==> config.mk <==
export PLATFORM = sky130hd
export DESIGN_NAME = fb_pixel_port
export DESIGN_NICKNAME = d
export VERILOG_FILES = /design/src/rtl/fb_pixel_port.sv
export SDC_FILE = /design/constraint.sdc
export NUM_CORES = 1
export LEC_CHECK = 0
export CAP_MARGIN = 40
export CORE_MARGIN = 2
export CORE_UTILIZATION = 60
export DETAILED_ROUTE_END_ITERATION = 8
export GPL_TIMING_DRIVEN = 0
export PLACE_DENSITY_LB_ADDON = 0.08
export REMOVE_ABC_BUFFERS = 1
export SETUP_SLACK_MARGIN = 0.5
export SYNTH_ARGS = -nofsm -noshare
export SYNTH_HDL_FRONTEND = slang
export SYNTH_SLANG_ARGS = --single-unit
==> constraint.sdc <==
create_clock -name clk -period 9.1 [get_ports clk]
set_input_delay 1.365 -clock clk [delete_from_list [all_inputs] [get_ports clk]]
set_output_delay 1.365 -clock clk [all_outputs]
set_load 0.01 [all_outputs]
==> src/rtl/fb_pixel_port.sv <==
// Framebuffer pixel port: reads go straight to a single-port SRAM, write-backs are
// paired with the address read CLKWAIT cycles earlier and queued until SRAM is free.
module fb_pixel_port #(
  parameter int CLKWAIT    = 2,
  parameter int FIFO_DEPTH = 4
) (
  input  logic        clk,
  input  logic        reset,
  input  logic [18:0] pixel_number,
  input  logic        read,
  input  logic        write,
  input  logic [7:0]  write_r,
  input  logic [7:0]  write_g,
  input  logic [7:0]  write_b,
  input  logic        frame_ready,
  output logic [7:0]  read_r,
  output logic [7:0]  read_g,
  output logic [7:0]  read_b,
  output logic        busy,
  output logic        frame_done,
  output logic        sram_en,
  output logic        sram_we,
  output logic [18:0] sram_addr,
  output logic [23:0] sram_wdata,
  input  logic [23:0] sram_rdata
);
  localparam int PTR_W = $clog2(FIFO_DEPTH);
  localparam int CNT_W = PTR_W + 1;

  typedef enum logic [1:0] {IDLE = 2'd0, DRAIN = 2'd1, DONE = 2'd2} state_t;

  state_t             state, state_nxt;
  logic [CLKWAIT-1:0] vld_dl;
  logic [18:0]        addr_dl [CLKWAIT];
  logic [18:0]        fifo_addr [FIFO_DEPTH];
  logic [23:0]        fifo_data [FIFO_DEPTH];
  logic [PTR_W-1:0]   head, tail;
  logic [CNT_W-1:0]   count, count_nxt;
  logic               overflow, busy_q;
  logic [23:0]        rgb, wdata_in, fwd_data, fwd_data_p1, ret_data, pre_out;
  logic               fwd_hit, fwd_hit_p1;
  logic               push_req, push, pop, full, empty;

  assign wdata_in  = {write_r, write_g, write_b};
  assign empty     = (count == '0);
  assign full      = (count == CNT_W'(FIFO_DEPTH));
  assign push_req  = write && vld_dl[CLKWAIT-1];
  assign pop       = !read && !empty;
  assign push      = push_req && (!full || pop);
  assign count_nxt = count + CNT_W'(push) - CNT_W'(pop);

  // Youngest match wins: scan oldest to youngest, then the write being pushed now.
  always_comb begin
    fwd_hit  = 1'b0;
    fwd_data = '0;
    for (int i = 0; i < FIFO_DEPTH; i++) begin
      if (CNT_W'(i) < count && fifo_addr[head + PTR_W'(i)] == pixel_number) begin
        fwd_hit  = 1'b1;
        fwd_data = fifo_data[head + PTR_W'(i)];
      end
    end
    if (push && addr_dl[CLKWAIT-1] == pixel_number) begin
      fwd_hit  = 1'b1;
      fwd_data = wdata_in;
    end
  end

  // p1: SRAM data (or forwarded data) arrives one cycle after the read
  assign ret_data = fwd_hit_p1 ? fwd_data_p1 : sram_rdata;

  generate
    if (CLKWAIT == 2) begin : g_direct
      assign pre_out = ret_data;
    end else begin : g_pipe
      logic [23:0] data_pipe [CLKWAIT-2];
      always_ff @(posedge clk) begin
        data_pipe[0] <= ret_data;
        for (int k = 1; k < CLKWAIT - 2; k++) data_pipe[k] <= data_pipe[k-1];
      end
      assign pre_out = data_pipe[CLKWAIT-3];
    end
  endgenerate

  always_ff @(posedge clk) begin
    if (reset) begin
      vld_dl   <= '0;
      head     <= '0;
      tail     <= '0;
      count    <= '0;
      overflow <= 1'b0;
      busy_q   <= 1'b0;
      rgb      <= '0;
    end else begin
      vld_dl <= {vld_dl[CLKWAIT-2:0], read};
      if (push) tail <= tail + PTR_W'(1);
      if (pop) head <= head + PTR_W'(1);
      count <= count_nxt;
      if (push_req && !push) overflow <= 1'b1;
      busy_q <= (count_nxt >= CNT_W'(FIFO_DEPTH - 2)) || (state_nxt == DRAIN);
      if (vld_dl[CLKWAIT-2]) rgb <= pre_out;
    end
  end

  always_ff @(posedge clk) begin
    addr_dl[0] <= pixel_number;
    for (int k = 1; k < CLKWAIT; k++) addr_dl[k] <= addr_dl[k-1];
    if (push) begin
      fifo_addr[tail] <= addr_dl[CLKWAIT-1];
      fifo_data[tail] <= wdata_in;
    end
    fwd_hit_p1  <= fwd_hit;
    fwd_data_p1 <= fwd_data;
  end

  always_ff @(posedge clk) begin
    if (reset) state <= IDLE;
    else       state <= state_nxt;
  end

  always_comb begin
    state_nxt = state;
    unique case (state)
      IDLE:    if (frame_ready) state_nxt = DRAIN;
      DRAIN:   if (empty && vld_dl == '0) state_nxt = DONE;
      DONE:    state_nxt = IDLE;
      default: state_nxt = IDLE;
    endcase
  end

  // Every output is forced low while reset is held, so nothing reaches SRAM then.
  always_comb begin
    {read_r, read_g, read_b} = '0;
    busy       = 1'b0;
    frame_done = 1'b0;
    sram_en    = 1'b0;
    sram_we    = 1'b0;
    sram_addr  = '0;
    sram_wdata = '0;
    if (!reset) begin
      {read_r, read_g, read_b} = rgb;
      busy       = busy_q;
      frame_done = (state == DONE);
      sram_en    = read || pop;
      sram_we    = pop;
      if (read) begin
        sram_addr = pixel_number;
      end else if (pop) begin
        sram_addr  = fifo_addr[head];
        sram_wdata = fifo_data[head];
      end
    end
  end

  ovf_clear: assert property (@(posedge clk) reset |=> !overflow);

endmodule

# Word-level counts from Yosys, hierarchy flattened
# Memories as Yosys holds them, arrays and structs flattened. A register that Yosys moved wholly into a read port is not among the register bits.
# Index checks and enable logic that the tools add are counted.
dict set report totals {
  elab_cells 80
  input_bits 72
  n_memories 3
  register_bits 61
  ramBits 210
  out_inout_bits 71
}
# name words width rd rd_clocked_by_memory_dff wr line
set memory_table {}
lappend memory_table {fifo_data 4 24 4 1 1 36} ;# logic [23:0] fifo_data [FIFO_DEPTH];
lappend memory_table {fifo_addr 4 19 4 1 1 35} ;# logic [18:0] fifo_addr [FIFO_DEPTH];
lappend memory_table {addr_dl 2 19 2 0 2 34} ;# logic [18:0] addr_dl [CLKWAIT];
dict set report classes {
  eq_ne 9
  n_mux 29
  n_lt_le_gt_ge 5
  reduce_logical 19
  n_addsub 6
}
# operator n
set ops {}
lappend ops {{$mux 24} 9}
lappend ops {{$eq 19x19->1} 5}
lappend ops {{$mux 19} 3}
lappend ops {{$mux 8} 3}
lappend ops {{$mux 2} 6}
lappend ops {{$logic_and 1x1->1} 9}
lappend ops {{$mux 1} 7}
lappend ops {{$lt 1x3->1 const A} 2}
lappend ops {{$lt 2x3->1 const A} 2}
lappend ops {{$add 2x1->2 const B} 2}
lappend ops {{$add 2x2->2 const B} 2}
lappend ops {{$eq 2x1->1 const B} 2}
lappend ops {{$logic_not 2->1} 2}
lappend ops {{$pmux 2 s2} 1}
lappend ops {{$reduce_or 4->1} 1}
lappend ops {{$add 3x1->3} 1}
lappend ops {{$eq 3x3->1 const B} 1}
lappend ops {{$ge 3x2->1 const B} 1}
lappend ops {{$logic_not 1->1} 3}
lappend ops {{$logic_not 3->1} 1}
lappend ops {{$logic_or 1x1->1} 3}
lappend ops {{$sub 3x1->3} 1}
lappend ops {{$eq 2x2->1 const B} 1}

# Logic depth before layout (Yosys ltp)
# Gate-level depths: netlist of the first run.
dict set report logic_depth {
  word_depth 9
  mapped_depth 14
}

# Worst setup path after synthesis of the first run
# OpenSTA, ideal clock, no wires.
dict set report synth_timing {
  kind {input to register}
  startpoint {input pixel_number[1]}
  endpoint {register fwd_data_p1[16]}
  path_stages 9
  setup_ps 83
  setup_slack_ps 5296
  required_time_ps 9017
  path_buffers 2
  arrival_ps 3721
  path_cell_list {buf_1 o22ai_1 or4b_1 nor4_2 a31oi_1 nor4b_4 buf_6 mux2_4 o221ai_2}
}
dict set report synth_between {
  elab_chain_len 7
  word_cells_on_any_way 15
  cone_classes {eq/ne (5); mux (5); reduce/logical (5)}
}
# item line
set synth_lines {}
lappend synth_lines {{start: declaration} 9} ;# input logic [18:0] pixel_number,
lappend synth_lines {{$eq 19x19->1} 57} ;# if (CNT_W'(i) < count && fifo_addr[head + PTR_W'(i)] == pixel_number) begin
lappend synth_lines {{$logic_and 1x1->1} 57}
lappend synth_lines {{$mux 24 (4 in a row)} 57}
lappend synth_lines {{$mux 24 (*)} 62} ;# if (push && addr_dl[CLKWAIT-1] == pixel_number) begin
lappend synth_lines {{via fwd_data[16]} 40} ;# logic [23:0] rgb, wdata_in, fwd_data, fwd_data_p1, ret_data, pre_out;
lappend synth_lines {{end signal: assignment} 112} ;# fwd_data_p1 <= fwd_data;
lappend synth_lines {{end: declaration} 40}
# Mark *: on every way through the listed nets, which the timed path passes. The rest lies on a longest branch.
# A chain may end at the register's enable or synchronous reset.

# Worst setup path after layout of the first run
dict set report layout_timing {
  startpoint {input pixel_number[0]}
  endpoint {register fwd_data_p1[20]}
}
# Same word-level chain as after synthesis.

==> metrics.yaml, run 1 <==
status:
  status: "complete, no violations"
hold_path:
  holdCritPathClass: "flip-flop to flip-flop"
  hold_path_depth: 0
  holdCritStartpoint: "addr_dl[0][7]"
  hold_end: "addr_dl[0][26]"
synthesis:
  synth_top_flop_cell: "edfxtp_1"
  syn_area_um2: 15450
  synth.distinct_cells: 59
  async_flop_share_pct: 0
  yosysSeqAreaShare_pct: 46.50
  synth.largest_area_cell: "edfxtp_1"
  yosysTopAreaCellShare_pct: 33.42
  yosys-top-cells-area: "edfxtp_1, dfxtp_1, mux4_2"
  syn_area_per_cell_um2: 12.10
  syn-instance-count: 1277
  synth-edff-count: 172
  synth_seq_cells: 273
  yosysWarnings: 0
  synth_common_cells: "edfxtp_1, nand2_1, mux2i_1"
  synth_most_common_cell: "edfxtp_1"
timing:
  setup_viol: 0
  fin_crit_sh_pct: 57.67
  finalHoldViolCount: 0
  max_freq_mhz: 190.6
  clock_skew_ns: 0.01069
  finalCriticalPeriod_ns: 5.248
  rsz0062_at_grt: "no"
  max_slew.worst_pin.slew_ns: 0.9496
  finalMaxSlewViolations: 0
  relSlewSlack_pct: 36.43
setup_path:
  r2r_setup_slack_ns: 4.07
  r2r-start: "head[0]"
  crit_arrival_ns: 5.64
  critPathKind: "input pin to flip-flop"
  path_max_fanout: 25
  cp_data_required_time_ns: 9.49
  rr_worst_depth: 12
  cp-end-kind: "flip-flop"
  worstReg2RegEnd: "fwd_data_p1[20]"
  critPathLaunchType: "input pin"
cells_and_area:
  drive_above_1_share_pct: 18.61
  fin_nets: 1454
  n_antenna_cell: 0
  final_util_pct: 73.30
  syn2layout_area_growth_pct: 19.77
die:
  dieWidth_um: 164.5
  io_pins: 143
  core_um2: 25250
  fp.dieH_um: 164.5
  rows: 58
  start_util_pct: 61.20
  die-area_um2: 27060
routing:
  drt_iter0_markers: 912
  drtAntennaViolNets: 0
  via_per_inst: 6.471
  drc: 0
  dr.pass1.iters: 5
  vias: 11180
  wl_um: 40330
  wl_per_cell_um: 23.35
clock_tree:
  clockRootBuffer: "clkbuf_16"
  cts_resized: 0
  tritoncts: "done"
  post-cts-setup-buffers: 0
  cts_hold_buffers: 0
  cts_buffer_depth: 3
  clk_latency_ns: 0.56
  cts_sinks: 273
  htreeDepth: 1
  numCtsBuffers: 30
  path_clk_slew_ns: 0.06
power_and_ir_drop:
  power_density_nw_per_um2: 223.1
  leakage_nw: 5.883
  power_w: 0.004130
  vdd_drop_max_mv: 0.1699
place:
  place.gp.congestion: 0.9430
  hpwlAfterDp_um: 27300
  io_buffers: 142
global_route:
  grt.overflow.total: 0
  grt_pass1_vias: 11050
  grt_max_degree: 79
  antenna_found_initial: 0
  grt_pass1_wl_um: 62300
  grt_usage_pct: 30.01
flow_run:
  maxCapViolCount: 0
worst max-delay path, cell delays in order:
cell and delay, ns:
clkdlybuf4s50_1 0.70, xor2_1 0.29, nor4_1 0.51, nand4_1 0.19
nor3_2 0.63, buf_6 0.25, buf_4 0.21, a21o_2 0.71
or2_2 0.35, buf_12 0.24, o221ai_1 0.16
how the worst max path moves through the flow:
stage,from,endpoint,slack [ns],cells after the start
after global routing,pixel_number[1],fwd_data_p1[23],3.61,11
after floorplan,head[0],fwd_data_p1[20],-0.14,8
after detailed placement,pixel_number[0],fwd_data_p1[20],3.36,11
after CTS,pixel_number[0],fwd_data_p1[20],3.91,11
final,pixel_number[0],fwd_data_p1[20],3.85,11
after global placement,head[0],fwd_data_p1[21],-4.41,8
metal layers:
metal,wire [um],track usage [%],up-vias,share of wire [%]
met4,1306,10.95,0,3.2
li1,-,-,5032,-
met2,19890,51.07,484,49
met3,2963,4.345,96,7.3
met5,0,0,-,0
met1,16160,39.40,5563,40
layout by cell type, fill, tap and decap left out, types with 6 or more instances in the layout:
cell,n
a211oi_1,24
a21oi_1,32
a22o_1,14
a31oi_1,7
a32o_1,6
and2_1,24
buf_12,6
buf_16,9
buf_4,7
buf_6,9
clkbuf_1,6
clkbuf_16,33
clkdlybuf4s50_1,141
dfxtp_1,95
edfxtp_1,172
ha_1,8
inv_1,9
mux2_2,28
mux2_4,19
mux2i_1,105
mux4_2,82
nand2_1,118
nand3_1,27
nand4_1,9
nor2_1,99
nor2b_1,28
nor3_1,7
nor4_1,7
o2111ai_1,26
o21a_1,24
o221ai_1,6
o221ai_2,19
o22ai_1,7
xnor2_1,56
xor2_1,37
through the flow:
stage               TNS (ns)  setup WS [ns]  area [um2]  hold WS (ns)  std cells
global route               0          3.614       18510        0.3296       1727
global placement     -169.32         -4.407       16770        0.3097       1635
floorplan             -2.473        -0.1414       14940        0.3096       1163
detailed placement         0          3.358       17440        0.3121       1671
finish                     0          3.852       18510        0.3260       1727
CTS                        0          3.910       18510        0.3199       1727
flip-flops by register name (all words and copies together) (netlist names), named ones only:
name         flops
addr_dl         38
busy_q           1
head             2
state            2
fwd_data_p1     24
tail             2
count            3
vld_dl           2
fifo_addr       76
fifo_data       96
rgb             24
fwd_hit_p1       1
cell type report:
class,instances,area (um2)
clock buffer,42,889.6
sequential,273,7204
clock inverter,14,185.2
inverter,10,37.54
tap,330,412.9
multi-input combinational,880,7767
timing repair buffer,178,2013
fill,1720,6744
where the power goes:
group	internal, W	total, W	leakage (nW)	switching, W
combinational	0.000688	0.00136	2.97	0.000669
sequential	0.00136	0.00147	2.39	0.000117
clock	0.000796	0.00130	0.525	0.000503
cell families after synthesis:
group | after synthesis | share of synthesized area, %
AO/OA/AOI/OAI | 191 | 10.06
XOR/XNOR | 93 | 5.270
adder cells (fa/ha/maj) | 9 | 0.7772
buffers and inverters | 124 | 3.570
flip-flops | 273 | 46.50
multiplexers | 241 | 23.29
AND/OR/NAND/NOR | 346 | 10.52
No activity file was read; power rests on OpenSTA's default activity.
==> run 2, diff against run 1 <==
--- a/config.mk
+++ b/config.mk
@@ -7,7 +7,7 @@
 export LEC_CHECK = 0
 export CAP_MARGIN = 40
 export CORE_MARGIN = 2
-export CORE_UTILIZATION = 60
+export CORE_UTILIZATION = 53
 export DETAILED_ROUTE_END_ITERATION = 8
 export GPL_TIMING_DRIVEN = 0
 export PLACE_DENSITY_LB_ADDON = 0.08
==> constraint.sdc (replaced) <==
create_clock -name clk -period 4.25 [get_ports clk]
set_input_delay 0.6375 -clock clk [delete_from_list [all_inputs] [get_ports clk]]
set_output_delay 0.6375 -clock clk [all_outputs]
set_load 0.01 [all_outputs]
==> run 2 against run 1 <==
Compared with the run above:
- clock skew is 0.00070 ns higher
- clock power is 110% higher
- worst setup slack worse by 3.3 ns
- die area is 13% higher
- register-to-register slack worse by 3.4 ns
- design area is 1.7% higher
- global-route usage is 3.0 points lower
- critical path type unchanged
- total power is 120% higher
- routed wire length is 2.6% higher
- final cell count is 4.1% higher
==> metrics.yaml, run 2 (synthesized netlist as in run 1, its figures left out) <==
status:
  status: "complete, no violations"
cells_and_area:
  largest_registers: "fifo_data x96, fifo_addr x76, addr_dl x38"
  final_cell_mix: "edfxtp_1, clkdlybuf4s50_1, nand2_1, mux2i_1, nor2_1"
  layout_commonest_cell: "edfxtp_1"
  largest_reg_flops: 96
  fin_nets: 1470
  drive_above_1_share_pct: 19.39
  n_antenna_cell: 0
  largest-register: "fifo_data"
  syn2layout_area_growth_pct: 21.82
  fillers: 2151
die:
  rows: 62
  core_um2: 28700
  io_pins: 143
  die-area_um2: 30540
  fp.dieH_um: 174.8
  dieWidth_um: 174.8
  start_util_pct: 53.84
power_and_ir_drop:
  p_sw_share_pct: 31.54
  internal-power_w: 0.006123
  power_switching_w: 0.002821
  pwr-share-clk_pct: 30.3
  vdd_drop_max_mv: 0.4406
  p_comb_share_pct: 36.0
  leakage_nw: 6.000
  power_density_nw_per_um2: 475.1
  power_w: 0.008945
  pwr-share-seq_pct: 33.7
global_route:
  grt.overflow.total: 0
  grt_usage_pct: 27.03
  antenna_found_initial: 0
  grt_pass1_wl_um: 63800
  grt_max_degree: 66
  grt_pass1_vias: 11050
hold_path:
  holdCritStartpoint: "addr_dl[0][17]"
  holdCritPathClass: "flip-flop to flip-flop"
clock_tree:
  htreeDepth: 1
  cts_buffer_depth: 3
  clockRootBuffer: "clkbuf_16"
  cts_sinks: 273
  path_clk_slew_ns: 0.06
  tritoncts: "done"
  clk_latency_ns: 0.56
  numCtsBuffers: 30
timing:
  fin_crit_sh_pct: 86.09
  finalMaxSlewViolations: 0
  rsz0062_at_grt: "no"
  finalHoldViolCount: 0
  worst_slack_ns: 0.5912
  setup_viol: 0
  max_slew.worst_pin.slew_ns: 0.8287
  finalCriticalPeriod_ns: 3.659
  relSlewSlack_pct: 44.76
  max_freq_mhz: 273.3
  clock_skew_ns: 0.01139
routing:
  wl_per_cell_um: 23.03
  drtAntennaViolNets: 0
  dr.pass1.iters: 6
  via_per_inst: 6.173
  vias: 11090
  wl_um: 41380
  drt_iter0_markers: 1111
  drc: 0
setup_path:
  critical_path_buf_inv_count: 4
  cp_data_required_time_ns: 4.67
  critPathLaunchType: "input pin"
  max_stage_delay_ns: 0.73
  cp-end-kind: "flip-flop"
  crit_path_top_delay_cell: "clkdlybuf4s50_1"
  crit_arrival_ns: 4.08
  worstPathCellList: "clkdlybuf4s50_1, xor2_1, nor4_1, nand4_1, nor3_4, buf_6, a21o_4, buf_16, or2_4, buf_12, o221ai_1"
  critPathKind: "input pin to flip-flop"
  crit_family: "simple AND/OR/NAND/NOR gates"
  path_max_fanout: 14
  r2r-start: "head[0]"
  critPathLaunch: "pixel_number[0]"
flow_run:
  maxCapViolCount: 0
place:
  place.gp.congestion: 0.8762
  pre_cts_slack_ns: -0.6516
  io_buffers: 142
  hpwlAfterDp_um: 27870
## run 2: changes by cell type in the layout (fill, tap and decap cells not counted), sizes merged, moves of 2 or more
cell / delta
clkinvlp: +2
buf: +14
clkbuf: -5
clkinv: +3
bufbuf: +2
## run 2: final timing paths
kind / end / slack (ns) / depth (start not counted)
worst min-delay path: addr_dl[0][36] / 0.32 / 0
worst min register to register: addr_dl[0][36] / 0.32 / 0
worst max register to register: fwd_data_p1[2] / 0.68 / 13
worst max-delay path: fwd_data_p1[2] / 0.59 / 11
## run 2: power by group through the flow
| stage | clock (W) | sequential [W] | combinational [W] |
|---|---|---|---|
| 4_1_cts | 0.00275 | 0.00304 | 0.00315 |
| 3_3_place_gp | 0 | 0.00348 | 0.00245 |
| 5_1_grt | 0.00286 | 0.00303 | 0.00342 |
| 2_1_floorplan | 0 | 0.00339 | 0.00198 |
| 3_5_place_dp | 0 | 0.00317 | 0.00294 |
| 6_report | 0.00271 | 0.00301 | 0.00322 |
## run 2: per-stage QoR
| step | TNS (ns) | cell area (um2) | hold slack [ns] | std cells | util [%] |
|---|---|---|---|---|---|
| 2_1_floorplan | -128.46 | 14940 | 0.3096 | 1163 | - |
| 3_3_place_gp | -477.53 | 16840 | 0.3104 | 1689 | 58.68 |
| 3_5_place_dp | -14.02 | 17590 | 0.3121 | 1730 | 61.30 |
| 4_1_cts | 0 | 18770 | 0.3252 | 1795 | 65.41 |
| 5_1_grt | 0 | 18830 | 0.3314 | 1797 | 65.59 |
| 6_report | 0 | 18830 | 0.3215 | 1797 | 65.59 |
## run 2: layer usage
metal | global-route usage (%) | wire [um]
met3 | 4.330 | 2842
met5 | 0 | 0
met1 | 34.74 | 16530
met2 | 46.11 | 20670
met4 | 10.42 | 1338
## run 2: timing repair
item                                    4_1_cts  5_1_grt
setup buffers                                 7        2
pin swaps                                     1        1
endpoints found under the setup margin       25       18
gates cloned                                  2        0
gates resized for setup                       6        1
hold buffers                                  0        0
## run 2: cell type report
cell class                 count  area [um2]  area share (%)
sequential                   273        7204           38.27
tap                          384       480.5           2.552
clock inverter                19       232.7           1.236
multi-input combinational    880        7796           41.41
inverter                      10       37.54          0.1994
timing repair buffer         194        2277           12.10
clock buffer                  37       798.3           4.240
